--- config.mk ---
export PLATFORM = sky130hd
export DESIGN_NAME = strobe_writer
export DESIGN_NICKNAME = d
export VERILOG_FILES = /design/src/rtl/strobe_writer.sv
export SDC_FILE = /design/constraint.sdc
export NUM_CORES = 1
export LEC_CHECK = 0
export BUFFER_PORTS_ARGS = -buffer_cell sky130_fd_sc_hd__buf_4
export CORE_ASPECT_RATIO = 1.2
export CORE_MARGIN = 4
export CORE_UTILIZATION = 33
export DETAILED_ROUTE_END_ITERATION = 10
export GPL_TIMING_DRIVEN = 0
export PLACE_DENSITY = 0.55
export SLEW_MARGIN = 20
export SYNTH_ARGS = -nofsm -noshare
export SYNTH_HDL_FRONTEND = slang
export SYNTH_SLANG_ARGS = --single-unit
export TNS_END_PERCENT = 20
--- constraint.sdc ---
create_clock -name clk -period 2.4 [get_ports clk]
set_input_delay 0.36 -clock clk [delete_from_list [all_inputs] [get_ports clk]]
set_output_delay 0.36 -clock clk [all_outputs]
set_load 0.03 [all_outputs]
--- src/rtl/strobe_writer.sv ---
// Serial strobe writer: shifts a word out LSB first, framing every bit with
// setup / strobe / hold phases. Define STROBE_WRITER_PARITY_EN to append an even-parity bit.
module strobe_writer #(
   parameter int DATA_W     = 8,
   parameter int SETUP_CYC  = 1,
   parameter int STROBE_CYC = 1,
   parameter int HOLD_CYC   = 1
) (
   input  logic              clk,
   input  logic              rst_n,
   input  logic [DATA_W-1:0] tx_data,
   input  logic              tx_valid,
   output logic              tx_ready,
   output logic              data_out,
   output logic              enable_out,
   output logic              busy
);

`ifdef STROBE_WRITER_PARITY_EN
   localparam int FRAME_W = DATA_W + 1;
`else
   localparam int FRAME_W = DATA_W;
`endif
   localparam int BIT_W = $clog2(FRAME_W);

   localparam logic [3:0]       SETUP_LAST  = 4'(SETUP_CYC - 1);
   localparam logic [3:0]       STROBE_LAST = 4'(STROBE_CYC - 1);
   localparam logic [3:0]       HOLD_LAST   = 4'(HOLD_CYC - 1);
   localparam logic [BIT_W-1:0] LAST_BIT    = BIT_W'(FRAME_W - 1);

   typedef enum logic [1:0] {
      IDLE,
      SETUP,
      STROBE,
      HOLD
   } state_t;

   state_t             state_q, state_d;
   logic [3:0]         phaseCnt_q, phaseCnt_d;
   logic [BIT_W-1:0]   bitCnt_q, bitCnt_d;
   logic [FRAME_W-1:0] shiftReg_q, shiftReg_d;
   logic               dataOut_q, dataOut_d;
   logic               enable_q, enable_d;
   logic               ready_q, ready_d;
   logic               busy_q, busy_d;
   logic [FRAME_W-1:0] loadWord;

`ifdef STROBE_WRITER_PARITY_EN
   assign loadWord = {^tx_data, tx_data};
`else
   assign loadWord = tx_data;
`endif

   // Data only moves on entry to SETUP and the strobe only moves on entry to
   // STROBE/HOLD, so the two lines can never toggle on the same edge.
   always_comb begin
      state_d    = state_q;
      phaseCnt_d = phaseCnt_q;
      bitCnt_d   = bitCnt_q;
      shiftReg_d = shiftReg_q;
      dataOut_d  = dataOut_q;
      enable_d   = enable_q;
      ready_d    = ready_q;
      busy_d     = busy_q;

      case (state_q)
         IDLE: begin
            ready_d  = 1'b1;
            busy_d   = 1'b0;
            enable_d = 1'b0;
            if (tx_valid && ready_q) begin
               state_d    = SETUP;
               ready_d    = 1'b0;
               busy_d     = 1'b1;
               shiftReg_d = loadWord;
               dataOut_d  = loadWord[0];
               phaseCnt_d = 4'd0;
               bitCnt_d   = '0;
            end
         end

         SETUP: begin
            if (phaseCnt_q == SETUP_LAST) begin
               state_d    = STROBE;
               phaseCnt_d = 4'd0;
               enable_d   = 1'b1;
            end else begin
               phaseCnt_d = phaseCnt_q + 4'd1;
            end
         end

         STROBE: begin
            if (phaseCnt_q == STROBE_LAST) begin
               state_d    = HOLD;
               phaseCnt_d = 4'd0;
               enable_d   = 1'b0;
            end else begin
               phaseCnt_d = phaseCnt_q + 4'd1;
            end
         end

         HOLD: begin
            if (phaseCnt_q == HOLD_LAST) begin
               phaseCnt_d = 4'd0;
               if (bitCnt_q == LAST_BIT) begin
                  state_d = IDLE;
                  ready_d = 1'b1;
                  busy_d  = 1'b0;
               end else begin
                  state_d    = SETUP;
                  bitCnt_d   = bitCnt_q + BIT_W'(1);
                  shiftReg_d = shiftReg_q >> 1;
                  dataOut_d  = shiftReg_q[1];
               end
            end else begin
               phaseCnt_d = phaseCnt_q + 4'd1;
            end
         end

         default: begin
            state_d  = IDLE;
            enable_d = 1'b0;
         end
      endcase
   end

   always_ff @(posedge clk) begin
      if (!rst_n) begin
         state_q    <= IDLE;
         phaseCnt_q <= 4'd0;
         bitCnt_q   <= '0;
         shiftReg_q <= '0;
         dataOut_q  <= 1'b0;
         enable_q   <= 1'b0;
         ready_q    <= 1'b0;
         busy_q     <= 1'b0;
      end else begin
         state_q    <= state_d;
         phaseCnt_q <= phaseCnt_d;
         bitCnt_q   <= bitCnt_d;
         shiftReg_q <= shiftReg_d;
         dataOut_q  <= dataOut_d;
         enable_q   <= enable_d;
         ready_q    <= ready_d;
         busy_q     <= busy_d;
      end
   end

   assign tx_ready   = ready_q;
   assign data_out   = dataOut_q;
   assign enable_out = enable_q;
   assign busy       = busy_q;

endmodule

==> key figures <==
STA
  – Worst Skew: 0.005571 ns
  – Worst rel slew slack: 0.6071
  – Fin Setup TNS: 0 ns
  – RSZ-0062 raised after global routing: no
  – Final setup viols: 0
  – Min Tclk post-route: 1.885 ns
  – Fin. max-slew vios: 0
  – Hold Violations, Final: 0
  – Fin crit share: 0.7854
  – F_max: 0.5305 GHz
  – Tightest Pin Transition: 0.5881 ns

Worst setup path
  – Worst Path Max Fanout: 10
  – Critical path class: reg -> reg
  – Worst Path Required: 2.61 ns
  – R2r worst-path depth: 6
  – CP Launch Type: flop
  – CP arrival: 2.10 ns
  – Worst R2R Start: state_q[0]$_SDFFE_PN0P_
  – Crit. End Element: flop
  – Crit path from: state_q[0]$_SDFFE_PN0P_

Synthesis
  – Post-Synthesis Cells: 123
  – Sequential area share after synthesis: 0.3612
  – Area leader, netlist: dfxtp_1
  – Syn_nets: 143
  – Synth Flop Type: dfxtp_1
  – Number of synthesized flops with an enable pin: 0
  – Synth Cell Area: 0.001109 mm2
  – Synth top area share: 0.3612
  – Async set-reset flop share out of synthesis: 0
  – Top cells by area, synth: dfxtp_1 36%, ha_1 10%, nand2_1 8.1%, mux2i_1 7.2%, mux2_2 7.1%
  – Synth cell types: 31
  – Mean Syn Cell Area: 9.013 um2
  – Seq cells post-synth: 20
  – Commonest cells in the netlist: 24 x nand2_1, 20 x dfxtp_1, 9 x ha_1, 8 x mux2i_1
  – Cell with the most instances after synthesis: nand2_1
  – Yosys warnings: 0

Cells and area
  – Area growth syn-to-layout: 16.14%
  – Net count reported at finish: 161
  – Share of cells above drive strength 1: 0.2143
  – Fill cells: 353
  – Final Core Density: 0.4103
  – N_diodes: 0

Hold path
  – HP Start: tx_valid
  – Hold Crit Depth: 3
  – Hold crit path type: in -> reg

Routing
  – DR top layer: met4
  – Met2 wire length: 1091 um
  – Met3 WL: 99 um
  – First-pass iteration count of the detailed router: 4
  – DRC viols: 0
  – Wirelength per Cell: 12.89 um
  – Antenna-violating nets left: 0
  – Drt via density: 5.290
  – M1 WL: 1051 um
  – Final wirelength: 2269 um
  – DR vias: 931
  – 1st-iter DRT viols: 30

Clock network
  – TritonCTS clock tree: done
  – Bufs on Longest Clock Path: 2
  – TritonCTS Buffers: 3
  – Clk_lat worst skew: 0.31 ns
  – Hold-fix buffers, CTS: 0
  – Clock Tree Root: clkbuf_4
  – Clock sink count: 20
  – Worst-path clk slew: 0.12 ns
  – Post-cts sizing count: 0
  – Postcts setup bufs: 0
  – H-tree depth: 1

Run
  – MaxCap Viol Count: 0

Floorplanning
  – Core area: 0.003138 mm2
  – IO Count: 15
  – Die ar.: 0.004354 mm2
  – DIE HEIGHT: 71.49 um
  – Std cell rows: 22
  – Die X: 60.91 um
  – Initial Util: 0.3533

Global routing
  – Wire length of the first global-routing pass: 4064 um
  – Initial antenna violation count: 0
  – Largest net degree at the start of global routing: 12
  – Total global routing overflow: 0
  – All-layer global routing usage: 0.1198
  – Vias in the first global route: 967

Power
  – Leakage: 0.5534 nW
  – Peak supply drop: 0.4232 mV
  – Power density cells: 1016 mW/mm2

Placement
  – Post-DP HPWL: 1733 um
  – GPL Wtd Cong: 0.7587
  – Buffers on Ports: 13

Run status
  – Outcome: finished, final reports clean
## where the power goes
part           switching [W]  internal (W)  total (W)
Combinational       0.000344      0.000297   0.000641
Sequential         0.0000529      0.000413   0.000466
Clock               0.000109     0.0000926   0.000201
Total               0.000505      0.000803    0.00131
## metrics by stage
step / instance area [um2] / hold WS, ns / total power, W / cells / setup slack [ns]
detailed placement: 1251 / 0.4577 / 0.001119 / 172 / 0.5385
global placement: 1251 / 0.4442 / 0.001101 / 172 / 0.5560
floorplan: 1109 / 0.4346 / 0.0009676 / 123 / 0.6341
CTS: 1287 / 0.3796 / 0.001324 / 176 / 0.5139
finish: 1287 / 0.3882 / 0.001308 / 176 / 0.5150
global route: 1287 / 0.3843 / 0.001424 / 176 / 0.3860
## per-layer routing
metal  GRT usage  vias to the layer above
met5           0                        -
met4     0.02892                        0
met3     0.03063                        3
met2      0.2081                       17
met1      0.1441                      443
li1            -                      468
## worst paths after layout
path                           endpoint  slack (ns)
max reg2reg  shiftReg_q[7]$_SDFFE_PN0P_        0.52
min                   busy$_SDFFE_PN0P_        0.39
max          shiftReg_q[7]$_SDFFE_PN0P_        0.52
min reg2reg  shiftReg_q[2]$_SDFFE_PN0P_        0.47
## cells in the final DEF, fill, tap and decap left out, types with 2 or more instances in the layout
| master | n |
|---|---|
| or3_1 | 3 |
| o22ai_1 | 4 |
| buf_4 | 13 |
| ha_1 | 9 |
| dfxtp_1 | 20 |
| inv_1 | 6 |
| nor2b_1 | 3 |
| o21ai_0 | 3 |
| mux2_2 | 7 |
| nor3b_1 | 2 |
| nand3_1 | 2 |
| clkbuf_1 | 4 |
| clkbuf_4 | 3 |
| nand2b_1 | 4 |
| mux2i_1 | 8 |
| nand2_1 | 24 |
| a21oi_1 | 7 |
| nor2_1 | 2 |
## cell families after synthesis
kind of cell	synth area share
muxes	0.1433
buffers and inverters	0.04401
DFF	0.3612
and+or+nand+nor	0.1941
adders and majority gates	0.1016
AOI/OAI and AO/OA	0.1558
## flip-flops by register name (all words and copies together), names as in the netlist
name / cells
enable_out: 1
shiftReg_q: 8
tx_ready: 1
phaseCnt_q: 4
state_q: 2
bitCnt_q: 3
busy: 1
## layout make-up
type	instances	area, um2	share of cell area
Buffer	5	26.28	0.02041
Clock buffer	4	36.28	0.02818
Inverter	6	22.52	0.01749
Multi-Input combinational cell	92	659.4	0.5121
Sequential cell	20	400.4	0.3110
Tap cell	36	45.04	0.03499
Timing Repair Buffer	13	97.59	0.07580
## worst max-delay path: stages, from the launching register on
cell and delay (ns):
dfxtp_1 0.41, inv_1 0.11, ha_1 0.31, a21boi_2 0.25, a221o_1 0.31, buf_6 0.16
a32o_1 0.25
No activity file was read; power rests on OpenSTA's default activity.
